File: src/rtl/system_ctrl_fsm_pkg.sv
// Shared definitions for the command sequencer: frame command codes, RF address
// source selects and the sequencer state encoding.
package system_ctrl_fsm_pkg;

  localparam logic [7:0] CMD_RF_WR   = 8'hAA;
  localparam logic [7:0] CMD_RF_RD   = 8'hBB;
  localparam logic [7:0] CMD_ALU_OP  = 8'hCC;
  localparam logic [7:0] CMD_ALU_NOP = 8'hDD;

  localparam logic [1:0] RF_ADD_OP_0    = 2'd0;
  localparam logic [1:0] RF_ADD_OP_1    = 2'd1;
  localparam logic [1:0] RF_ADD_RX_DATA = 2'd2;

  typedef enum logic [3:0] {
    ST_IDLE       = 4'd0,
    ST_WR_ADDR    = 4'd1,
    ST_WR_DATA    = 4'd2,
    ST_WR_COMMIT  = 4'd3,
    ST_RD_ADDR    = 4'd4,
    ST_RD_ISSUE   = 4'd5,
    ST_RD_WAIT    = 4'd6,
    ST_OPA        = 4'd7,
    ST_OPA_COMMIT = 4'd8,
    ST_OPB        = 4'd9,
    ST_OPB_COMMIT = 4'd10,
    ST_FUNC       = 4'd11,
    ST_ALU_RUN    = 4'd12,
    ST_ALU_WAIT   = 4'd13,
    ST_TX_LOAD    = 4'd14,
    ST_TX_SEND    = 4'd15
  } state_t;

  // States that wait on an RX byte or a datapath status and can therefore time out.
  function automatic logic is_wait_state(input state_t s);
    case (s)
      ST_WR_ADDR, ST_WR_DATA, ST_RD_ADDR, ST_OPA, ST_OPB, ST_FUNC,
      ST_RD_WAIT, ST_ALU_WAIT: return 1'b1;
      default:                 return 1'b0;
    endcase
  endfunction

endpackage

File: src/rtl/system_ctrl_fsm.sv
// Command sequencer: decodes UART RX frames into datapath control strobes and
// hands the result byte to UART TX.
module system_ctrl_fsm
  import system_ctrl_fsm_pkg::*;
#(
  parameter int WIDTH   = 8,
  parameter int TIMEOUT = 255,
  parameter int TO_W    = 8
) (
  input  logic             i_clk,
  input  logic             i_rst,
  input  logic [WIDTH-1:0] i_rx_data,
  input  logic             i_rx_data_valid,
  input  logic             i_reg_file_valid,
  input  logic             i_alu_valid,
  input  logic             i_tx_ready,
  output logic             o_alu_en,
  output logic             o_ld_alu_func,
  output logic             o_alu_clk_en,
  output logic             o_en_r,
  output logic             o_en_w,
  output logic             o_ld_rf_data,
  output logic             o_rf_data_source,
  output logic             o_ld_rf_add,
  output logic [1:0]       o_rf_add_source,
  output logic             o_output_source,
  output logic             o_tx_valid,
  output logic             o_busy,
  output logic             o_frame_err
);

  state_t          state, state_next;
  logic [TO_W-1:0] to_cnt;
  logic            tx_src, tx_src_next;
  logic            waiting, timed_out;

  assign waiting   = is_wait_state(state);
  assign timed_out = waiting && (to_cnt == TO_W'(TIMEOUT));

  always_ff @(posedge i_clk) begin
    if (i_rst) begin
      state  <= ST_IDLE;
      to_cnt <= '0;
      tx_src <= 1'b0;
    end else begin
      state  <= state_next;
      tx_src <= tx_src_next;
      // A state change (including every accepted RX byte) restarts the idle window.
      if (waiting && (state_next == state))
        to_cnt <= to_cnt + TO_W'(1);
      else
        to_cnt <= '0;
    end
  end

  // Handshake to UART TX: o_tx_valid rises in TX_SEND and stays high with stable
  // data until i_tx_ready; the byte is transferred on the cycle both are high.
  always_comb begin
    state_next  = state;
    tx_src_next = tx_src;
    case (state)
      ST_IDLE: begin
        if (i_rx_data_valid) begin
          if      (i_rx_data == WIDTH'(CMD_RF_WR))   state_next = ST_WR_ADDR;
          else if (i_rx_data == WIDTH'(CMD_RF_RD))   state_next = ST_RD_ADDR;
          else if (i_rx_data == WIDTH'(CMD_ALU_OP))  state_next = ST_OPA;
          else if (i_rx_data == WIDTH'(CMD_ALU_NOP)) state_next = ST_FUNC;
        end
      end
      ST_WR_ADDR: begin
        if (i_rx_data_valid) state_next = ST_WR_DATA;
        else if (timed_out)  state_next = ST_IDLE;
      end
      ST_WR_DATA: begin
        if (i_rx_data_valid) state_next = ST_WR_COMMIT;
        else if (timed_out)  state_next = ST_IDLE;
      end
      ST_WR_COMMIT: state_next = ST_IDLE;
      ST_RD_ADDR: begin
        if (i_rx_data_valid) state_next = ST_RD_ISSUE;
        else if (timed_out)  state_next = ST_IDLE;
      end
      ST_RD_ISSUE: state_next = ST_RD_WAIT;
      ST_RD_WAIT: begin
        if (i_reg_file_valid) begin
          state_next  = ST_TX_LOAD;
          tx_src_next = 1'b1;
        end else if (timed_out) begin
          state_next = ST_IDLE;
        end
      end
      ST_OPA: begin
        if (i_rx_data_valid) state_next = ST_OPA_COMMIT;
        else if (timed_out)  state_next = ST_IDLE;
      end
      ST_OPA_COMMIT: state_next = ST_OPB;
      ST_OPB: begin
        if (i_rx_data_valid) state_next = ST_OPB_COMMIT;
        else if (timed_out)  state_next = ST_IDLE;
      end
      ST_OPB_COMMIT: state_next = ST_FUNC;
      ST_FUNC: begin
        if (i_rx_data_valid) state_next = ST_ALU_RUN;
        else if (timed_out)  state_next = ST_IDLE;
      end
      ST_ALU_RUN: state_next = ST_ALU_WAIT;
      ST_ALU_WAIT: begin
        if (i_alu_valid) begin
          state_next  = ST_TX_LOAD;
          tx_src_next = 1'b0;
        end else if (timed_out) begin
          state_next = ST_IDLE;
        end
      end
      ST_TX_LOAD: state_next = ST_TX_SEND;
      ST_TX_SEND: begin
        if (i_tx_ready) state_next = ST_IDLE;
      end
      default: state_next = ST_IDLE;
    endcase
  end

  // Moore decode of the control strobes.
  always_comb begin
    o_alu_en         = 1'b0;
    o_ld_alu_func    = 1'b0;
    o_alu_clk_en     = 1'b0;
    o_en_r           = 1'b0;
    o_en_w           = 1'b0;
    o_ld_rf_data     = 1'b0;
    o_rf_data_source = 1'b0;
    o_ld_rf_add      = 1'b0;
    o_rf_add_source  = RF_ADD_OP_0;
    o_output_source  = 1'b0;
    o_tx_valid       = 1'b0;
    case (state)
      ST_WR_ADDR, ST_RD_ADDR: begin
        o_ld_rf_add     = 1'b1;
        o_rf_add_source = RF_ADD_RX_DATA;
      end
      ST_WR_DATA: begin
        o_ld_rf_data     = 1'b1;
        o_rf_data_source = 1'b1;
      end
      ST_WR_COMMIT, ST_OPA_COMMIT, ST_OPB_COMMIT: o_en_w = 1'b1;
      ST_RD_ISSUE: o_en_r = 1'b1;
      ST_RD_WAIT:  o_output_source = 1'b1;
      ST_OPA, ST_OPB: begin
        o_ld_rf_add      = 1'b1;
        o_rf_add_source  = (state == ST_OPA) ? RF_ADD_OP_0 : RF_ADD_OP_1;
        o_ld_rf_data     = 1'b1;
        o_rf_data_source = 1'b1;
      end
      ST_FUNC: o_ld_alu_func = 1'b1;
      ST_ALU_RUN: begin
        o_alu_clk_en = 1'b1;
        o_alu_en     = 1'b1;
      end
      ST_ALU_WAIT: o_alu_clk_en = 1'b1;
      ST_TX_LOAD:  o_output_source = tx_src;
      ST_TX_SEND: begin
        o_tx_valid      = 1'b1;
        o_output_source = tx_src;
      end
      default: ;
    endcase
  end

  assign o_busy      = (state != ST_IDLE);
  // Only an actual abort pulses; a byte or status arriving on the last cycle wins.
  assign o_frame_err = timed_out && (state_next == ST_IDLE);

endmodule

File: config.mk
export PLATFORM = sky130hd
export DESIGN_NAME = system_ctrl_fsm
export DESIGN_NICKNAME = d
export VERILOG_FILES = /design/src/rtl/system_ctrl_fsm_pkg.sv /design/src/rtl/system_ctrl_fsm.sv
export SDC_FILE = /design/constraint.sdc
export NUM_CORES = 1
export LEC_CHECK = 0
export CAP_MARGIN = 15
export CORE_MARGIN = 5
export CORE_UTILIZATION = 46
export DETAILED_ROUTE_END_ITERATION = 8
export PLACE_DENSITY = 0.72
export SYNTH_ARGS = -nofsm -noshare
export SYNTH_HDL_FRONTEND = slang
export SYNTH_SLANG_ARGS = --single-unit
File: constraint.sdc
create_clock -name i_clk -period 6.5 [get_ports i_clk]
set_input_delay 1.625 -clock i_clk [delete_from_list [all_inputs] [get_ports i_clk]]
set_output_delay 1.625 -clock i_clk [all_outputs]
set_load 0.01 [all_outputs]
==> qor.csv, run 1 <==
stage;metric;value;unit
setup_path;reg2reg_from;state[2]$_SDFF_PP0_;
sta;tightest_slew;832;ps
pwr;leakagePower;0.610;nW
setup_path;cp-start-kind;primary input;
clock_network;htree_levels;1;
worst_hold_path;hp-start;tx_src$_SDFFE_PP0P_;
drt;drcViolationCount;0;
sta;finalCritPeriodShare;0.904;
setup_path;critPathSlowestCell;clkdlybuf4s50_1;
drt;drt_iter0_drc;158;
clock_network;clock_latency;290;ps
layout;area_growth;17.1;%
synthesis;synth.net_count;202;
worst_hold_path;hp-class;reg -> reg;
worst_hold_path;hold_depth;2;
floorplanning;placementRows;20;
drt;routed_via_density;6.33;
synthesis;syn_inst;185;
clock_network;postCtsResizedCells;0;
clock_network;clock-sinks;14;
synthesis;synth_edf_count;0;
clock_network;cts_tree;yes;
grt;grt_pass1_vias;1476;
grt;grt_max_degree;26;
drt;dr.pass1.iters;4;
setup_path;r2r_cells;10;
grt;gr-usage-all-layers;0.186;
setup_path;worstPathArrival;4250;ps
synthesis;ys_ff_latch;14;
clock_network;cts_buffer_depth;2;
sta;fin_ws;624;ps
layout;fin_cells;247;
layout;final_core_utilization;0.570;
clock_network;path_clk_slew;90;ps
pwr;pwr_density_cell;335;nW/um^2
setup_path;endpoint_kind;output pin;
clock_network;cts_root_buf;clkbuf_4;
setup_path;worstPathCellList;clkdlybuf4s50_1, nor3_1, o221ai_1, a21oi_1, o21ai_0, nor4_1, clkdlybuf4s50_1;
clock_network;cts-buffers-inserted;3;
setup_path;critPathMaxFanout;14;
sta;finalMaxSlewViolations;0;
drt;vias;1563;
floorplanning;die_w;67.1;um
clock_network;holdBufCountCts;0;
placed_design;postPlaceCellArea;1720;um^2
setup_path;cpPeakStageDelay;650;ps
synthesis;seq_area_frac_synth;0.187;
setup_path;cpLargestDelayFamily;buffers and inverters;
setup_path;critPathKind;in -> out;
pwr;peakVddDrop;0.000223;V
grt;grt_pass1_wl;6670;um
grt;gr-total-overflow;0;
sta;finalHoldWorstSlack;497;ps
placed_design;gp_congestion;0.935;
synthesis;yosysWarnings;0;
outcome;status;finished clean;
layout;layout_commonest_cell;clkdlybuf4s50_1;
synthesis;synth_area;1500;um^2
floorplanning;io_pins;28;
setup_path;cp_data_required_time;4880;ps
drt;postRouteAntennaNets;0;
sta;fmax;170;MHz
floorplanning;initial_utilization;0.487;
placed_design;place_inst;243;
synthesis;yosysUniqueCellTypes;66;
sta;setup_violations;0;
synthesis;synth_ff_type;dfxtp_1;
drt;wl;4120;um
sta;rsz0062_at_grt;false;
drt;wl_per_cell;16.7;um
setup_path;r2r_slack;3530;ps
layout;nets;221;
worst_hold_path;hold_end;tx_src$_SDFFE_PP0P_;
setup_path;crit_buf_inv;2;
sta;fin_worst_skew;8.78;ps
sta;final.setup.tns;0;ps
grt;antenna_found_initial;0;
placed_design;portBuffers;27;
floorplanning;die_h;67.1;um
setup_path;timing.rr.end;waiting$_DFF_P_;
placed_design;pre_cts_ws;678;ps
clock_network;cts_setup_buffers;0;
layout;layout_common_cells;clkdlybuf4s50_1 (27), nor2_1 (16), dfxtp_1 (14);
sta;finalCriticalPeriod;5880;ps
pwr;p_total;588;uW
setup_path;cpMostUsedCell;clkdlybuf4s50_1;
layout;fin_area;1750;um^2
placed_design;place_hpwl;3060;um
synthesis;synthArstFlopShare;0;
floorplanning;core_area;3080;um^2
layout;drive_gt1_frac;0.0837;
job;drv_cap;0;
sta;maxSlewHeadroom;0.445;
layout;diodes;0;
sta;hold_viol_final;0;
synthesis;avgSynthCellArea;8.10;um^2
floorplanning;die-area;4500;um^2
worst reg2reg max path: stages, from the launching register on:
cell      delay (ps)
dfxtp_1          860
nand2b_1         300
o21bai_1         240
a21oi_1          250
nand2_1           90
a41oi_1          380
nand2b_1         130
ha_1             190
inv_1             50
mux2i_1           60
a211o_1          300
routing by layer:
metal  GRT usage  wire, um
met5           0         0
met4      0.0658        83
met3      0.0371       346
met2       0.301      1830
met1       0.243      1860
cells by family (layout without fill, tap and decap cells):
family          after synthesis  count (layout)  share of synthesized area
fa+ha+maj                     4               4                     0.0317
buf+inv                      23              41                     0.0952
mux                           1               1                    0.00668
flops                        14              14                      0.187
xor+xnor                      8               8                     0.0468
simple gates                 84              84                      0.343
compound gates               51              51                      0.289
registers in the layout, indices dropped and copies added (netlist names):
signal   count
to_cnt       8
state        4
tx_src       1
waiting      1
cell type report:
class	instances	area, um^2
clock buffer	4	36.3
fill	289	1320
inverter	10	37.5
multi-input combinational	148	1070
sequential	14	280
tap	44	55.1
timing repair buffer	27	270
cells in the mapped netlist, types with 4 or more instances:
cell	instances	area [um^2]
nand2b_1	4	25.0
a21oi_1	6	30.0
dfxtp_1	14	280
buf_6	6	67.6
o21ai_0	4	20.0
nor4_1	10	62.6
nor2_1	16	60.1
nand4_1	8	50.1
nand3_1	5	25.0
nand2_1	6	22.5
nor2b_1	5	31.3
xor2_1	5	43.8
inv_1	9	33.8
nor3_1	5	25.0
where the power goes:
group          switching (mW)  internal (mW)  total (mW)
sequential             0.0480         0.0987       0.147
combinational           0.219          0.158       0.377
clock                  0.0301         0.0342      0.0643
total                   0.297          0.291       0.588
how the worst max path moves through the flow:
stage | start | to | slack, ps | cells past startpoint
final | i_rx_data_valid | o_frame_err | 620 | 7
after CTS | i_rx_data_valid | o_frame_err | 640 | 7
after floorplan | i_rx_data_valid | o_frame_err | 1880 | 7
after global placement | i_rx_data_valid | o_frame_err | 720 | 8
after global routing | i_rx_data_valid | o_frame_err | 450 | 7
after detailed placement | i_rx_data_valid | o_frame_err | 680 | 8
Power figures use the tool's default switching activity.
==> run 2: changes to the inputs <==
- RECOVER_POWER: unset -> 25
==> run 2 against run 1 <==
Worst hold slack hardly changed; combinational power hardly changed; global-route usage is the same; clock-buffer cell count is the same; wire length increased by 0.22%; largest cell class unchanged.
==> qor.csv, run 2 (synthesized netlist as in run 1, its figures left out) <==
stage;metric;value;unit
outcome;status;finished clean;
drt;vias;1554;
clock_network;postCtsResizedCells;0;
pwr;power_frac_comb;0.641;
setup_path;critPathSlowestCell;dlygate4sd3_1;
layout;layout_common_cells;clkdlybuf4s50_1 (24), nor2_1 (16), dfxtp_1 (14);
layout;diodes;0;
pwr;p_switching;298;uW
placed_design;portBuffers;27;
clock_network;clock-sinks;14;
floorplanning;initial_utilization;0.487;
setup_path;worstPathArrival;4300;ps
layout;nets;221;
floorplanning;die_w;67.1;um
drt;wl_per_cell;16.7;um
floorplanning;placementRows;20;
floorplanning;die_h;67.1;um
worst_hold_path;hp-class;reg -> reg;
clock_network;holdBufCountCts;0;
sta;final.setup.tns;0;ps
grt;grt_pass1_vias;1476;
sta;setup_violations;0;
setup_path;crit_buf_inv;2;
setup_path;critPathMaxFanout;14;
grt;grt_max_degree;26;
sta;finalMaxSlewViolations;0;
sta;tightest_slew;837;ps
setup_path;cpLargestDelayFamily;buffers and inverters;
sta;finalCritPeriodShare;0.912;
sta;maxSlewHeadroom;0.441;
sta;fin_worst_skew;9.69;ps
clock_network;cts_tree;yes;
placed_design;place_hpwl;3060;um
drt;drt_iter0_drc;155;
drt;routed_via_density;6.29;
placed_design;gp_congestion;0.935;
setup_path;cpMostUsedCell;a21oi_1;
floorplanning;io_pins;28;
pwr;pwr_density_cell;336;nW/um^2
clock_network;clock_latency;290;ps
sta;rsz0062_at_grt;false;
clock_network;cts-buffers-inserted;3;
setup_path;cp-start-kind;primary input;
sta;finalHoldWorstSlack;497;ps
setup_path;critPathKind;in -> out;
grt;gr-usage-all-layers;0.186;
pwr;p_sw_frac;0.507;
pwr;pwr-share-clk;0.110;
sta;fmax;169;MHz
layout;drive_gt1_frac;0.0788;
drt;wl;4120;um
pwr;leakagePower;0.614;nW
sta;finalCriticalPeriod;5930;ps
layout;largest_register_ffs;8;
pwr;p_seq_frac;0.249;
job;drv_cap;0;
setup_path;endpoint_kind;output pin;
floorplanning;core_area;3080;um^2
pwr;peakVddDrop;0.000223;V
layout;area_growth;16.8;%
clock_network;cts_root_buf;clkbuf_4;
grt;grt_pass1_wl;6670;um
grt;gr-total-overflow;0;
drt;drcViolationCount;0;
clock_network;path_clk_slew;90;ps
grt;antenna_found_initial;0;
drt;dr.pass1.iters;4;
drt;postRouteAntennaNets;0;
setup_path;cp_data_required_time;4880;ps
floorplanning;die-area;4500;um^2
clock_network;cts_setup_buffers;0;
layout;n_fill_cell;290;
setup_path;cpPeakStageDelay;830;ps
clock_network;cts_buffer_depth;2;
sta;hold_viol_final;0;
layout;top_regs;to_cnt (8), state (4);
clock_network;htree_levels;1;
setup_path;worstPathCellList;dlygate4sd3_1, a21oi_1, a2bb2oi_1, o221ai_1, a21oi_1, o21ai_0, nor4_1, clkdlybuf4s50_1;
layout;top_register;to_cnt;
layout;layout_commonest_cell;clkdlybuf4s50_1;
pwr;p_int;290;uW
## run 2: layout make-up
cell class	instances	area (um^2)	area share
multi-input cells	148	1070	0.612
flip-flops and latches	14	280	0.160
repair buffers	27	270	0.155
well taps	44	55.1	0.0315
inverters	10	37.5	0.0215
clock buffers	4	36.3	0.0207
## run 2: worst min-delay path, stage by stage (launching register included)
cell	delay, ps
dfxtp_1	310
inv_1	70
a221oi_1	70
## run 2: final timing paths
kind / slack, ps / from / to / cells past startpoint
setup / recovery: 570 / i_rx_data_valid / o_frame_err / 8
hold / removal: 500 / tx_src$_SDFFE_PP0P_ / tx_src$_SDFFE_PP0P_ / 2
setup reg to reg: 3510 / state[2]$_SDFF_PP0_ / waiting$_DFF_P_ / 10
hold reg to reg: 500 / tx_src$_SDFFE_PP0P_ / tx_src$_SDFFE_PP0P_ / 2
## run 2: metrics by stage
| stage | worst slack, ps | utilization | total power [mW] | instances | cell area, um^2 |
|---|---|---|---|---|---|
| 5_1_grt | 383 | 0.568 | 0.628 | 247 | 1750 |
| 3_3_place_gp | 720 | 0.558 | 0.508 | 243 | 1720 |
| 6_report | 571 | 0.568 | 0.588 | 247 | 1750 |
| 2_1_floorplan | 1880 | - | 0.428 | 185 | 1500 |
| 3_5_place_dp | 678 | 0.558 | 0.516 | 243 | 1720 |
| 4_1_cts | 637 | 0.570 | 0.582 | 247 | 1750 |
## run 2: metal layers
metal | wire length [um] | global-route usage | share of wire | up-vias
met5 | 0 | 0 | 0 | -
met4 | 56 | 0.0658 | 0.014 | 0
met3 | 358 | 0.0371 | 0.087 | 8
met2 | 1840 | 0.301 | 0.45 | 75
met1 | 1870 | 0.243 | 0.45 | 721
li1 | - | - | - | 750
## run 2: power by group through the flow
stage | logic [mW] | clock network (mW) | registers, mW
finish | 0.377 | 0.0644 | 0.146
global route | 0.407 | 0.0707 | 0.150
CTS | 0.373 | 0.0648 | 0.144
detailed placement | 0.370 | 0 | 0.146
global placement | 0.362 | 0 | 0.146
floorplan | 0.317 | 0 | 0.111
==> run 3: changes to the inputs <==
- CORE_UTILIZATION: 46 -> 56
- PLACE_DENSITY: 0.72 -> 0.85
- REMOVE_ABC_BUFFERS: unset -> 1
==> run 3 against run 2 <==
Worst setup slack got worse by 42 ps; worst hold slack got worse by 2.4 ps; fmax decreased by 0.70%; via count up 2.5%; register-to-register slack about the same; clock power is 28% lower; final cell count decreased by 6.1%; sequential share of layout area up 0.29 points; first-iteration DRC count is 31% lower; flip-flop and latch count unchanged; clock skew decreased by 7.3 ps; highest routed layer unchanged.
==> qor.csv, run 3 (synthesized netlist as in run 1, its figures left out) <==
stage;metric;value;unit
grt;gr-usage-all-layers;0.239;
layout;nets;221;
setup_path;worstPathArrival;4350;ps
layout;final_core_utilization;0.681;
sta;hold_viol_final;0;
sta;finalCriticalPeriod;5970;ps
grt;grt_pass1_wl;6910;um
layout;area_growth;14.7;%
setup_path;critPathKind;in -> out;
clock_network;htree_levels;1;
sta;maxSlewHeadroom;0.432;
drt;postRouteAntennaNets;0;
setup_path;critPathSlowestCell;dlygate4sd3_1;
setup_path;startpoint;i_rx_data_valid;
drt;vias;1593;
setup_path;reg2reg_from;state[2]$_SDFF_PP0_;
setup_path;cpLargestDelayFamily;buffers and inverters;
setup_path;cpMostUsedCell;a21oi_1;
setup_path;cp.depth;8;
worst_hold_path;hold_depth;2;
drt;wl_per_cell;18.0;um
pwr;pwr_density_cell;333;nW/um^2
layout;top_register;to_cnt;
pwr;peakVddDrop;0.000320;V
worst_hold_path;hp-class;reg -> reg;
layout;top_regs;to_cnt (8), state (4);
setup_path;cp-start-kind;primary input;
floorplanning;initial_utilization;0.594;
setup_path;r2r_cells;10;
setup_path;cpPeakStageDelay;850;ps
setup_path;worstPathCellList;dlygate4sd3_1, a21oi_1, a2bb2oi_1, o221ai_1, a21oi_1, o21ai_0, nor4_1, clkdlybuf4s50_1;
sta;finalCritPeriodShare;0.919;
drt;drcViolationCount;0;
drt;dr.pass1.iters;4;
drt;routed_via_density;6.87;
clock_network;postCtsResizedCells;0;
sta;finalMaxSlewViolations;0;
grt;gr-total-overflow;0;
sta;setup_violations;0;
floorplanning;die_w;61.7;um
layout;drive_gt1_frac;0.0743;
floorplanning;die-area;3810;um^2
sta;fin_worst_skew;2.36;ps
sta;fmax;167;MHz
clock_network;path_clk_slew;80;ps
setup_path;endpoint_kind;output pin;
placed_design;place_hpwl;3140;um
drt;wl;4170;um
setup_path;critPathMaxFanout;14;
outcome;status;finished clean;
layout;diodes;0;
setup_path;crit_buf_inv;2;
floorplanning;core_area;2520;um^2
grt;grt_max_degree;26;
clock_network;clock-sinks;14;
clock_network;cts-buffers-inserted;3;
sta;tightest_slew;851;ps
setup_path;timing.rr.end;waiting$_DFF_P_;
floorplanning;io_pins;28;
setup_path;endpoint;o_frame_err;
placed_design;portBuffers;27;
clock_network;clock_latency;270;ps
clock_network;cts_tree;yes;
layout;largest_register_ffs;8;
clock_network;cts_setup_buffers;0;
placed_design;gp_congestion;0.973;
clock_network;holdBufCountCts;0;
grt;grt_pass1_vias;1483;
sta;rsz0062_at_grt;false;
sta;final.setup.tns;0;ps
job;drv_cap;0;
clock_network;cts_root_buf;clkbuf_4;
clock_network;cts_buffer_depth;2;
floorplanning;die_h;61.7;um
setup_path;cp_data_required_time;4880;ps
floorplanning;placementRows;18;
setup_path;r2r_slack;3510;ps
layout;layout_common_cells;clkdlybuf4s50_1 (24), nor2_1 (16), dfxtp_1 (14);
layout;layout_commonest_cell;clkdlybuf4s50_1;
grt;antenna_found_initial;0;
drt;drt_iter0_drc;107;
pwr;leakagePower;0.607;nW
-- run 3: area by class of cell --
type	instances	area, um^2
Inverter	10	37.5
Fill cell	224	805
Tap cell	30	37.5
Sequential cell	14	280
Clock buffer	3	22.5
Multi-Input combinational cell	148	1070
Timing Repair Buffer	27	270
-- run 3: how the worst min path moves through the flow --
| stage | startpoint | to | slack [ps] |
|---|---|---|---|
| 2_1_floorplan | tx_src$_SDFFE_PP0P_ | tx_src$_SDFFE_PP0P_ | 440 |
| 3_3_place_gp | tx_src$_SDFFE_PP0P_ | tx_src$_SDFFE_PP0P_ | 470 |
| 3_5_place_dp | tx_src$_SDFFE_PP0P_ | tx_src$_SDFFE_PP0P_ | 490 |
| 4_1_cts | tx_src$_SDFFE_PP0P_ | tx_src$_SDFFE_PP0P_ | 500 |
| 5_1_grt | tx_src$_SDFFE_PP0P_ | tx_src$_SDFFE_PP0P_ | 530 |
| 6_report | tx_src$_SDFFE_PP0P_ | tx_src$_SDFFE_PP0P_ | 490 |
-- run 3: worst register-to-register path, delay by kind of cell, from the launching register on --
family	cells	cell delay, ps
AOI/OAI and AO/OA	4	1170
adders and majority gates	1	210
buffers and inverters	1	50
DFF	1	870
muxes	1	60
and+or+nand+nor	3	530
-- run 3: power breakdown --
| part | switching (mW) | leakage (nW) | internal, mW |
|---|---|---|---|
| combinational | 0.219 | 0.479 | 0.158 |
| clock | 0.0250 | 0.0138 | 0.0215 |
| sequential | 0.0499 | 0.114 | 0.0987 |
-- run 3: stage by stage --
stage | area, um^2 | total power [mW] | instances | setup slack (ps) | hold WS (ps)
after floorplan | 1390 | 0.394 | 172 | 1940 | 440
after global routing | 1720 | 0.614 | 232 | 354 | 535
final | 1720 | 0.572 | 232 | 529 | 495
after detailed placement | 1700 | 0.518 | 229 | 631 | 492
after CTS | 1720 | 0.566 | 232 | 629 | 504
after global placement | 1700 | 0.506 | 229 | 790 | 473
-- run 3: layer usage --
layer / up-vias / GRT usage / routed length [um] / share of wire
li1: 748 / - / - / -
met1: 751 / 0.315 / 1700 / 0.41
met2: 88 / 0.395 / 2020 / 0.48
met3: 6 / 0.0620 / 418 / 0.10
met4: 0 / 0.0515 / 31 / 0.0074
met5: - / 0 / 0 / 0
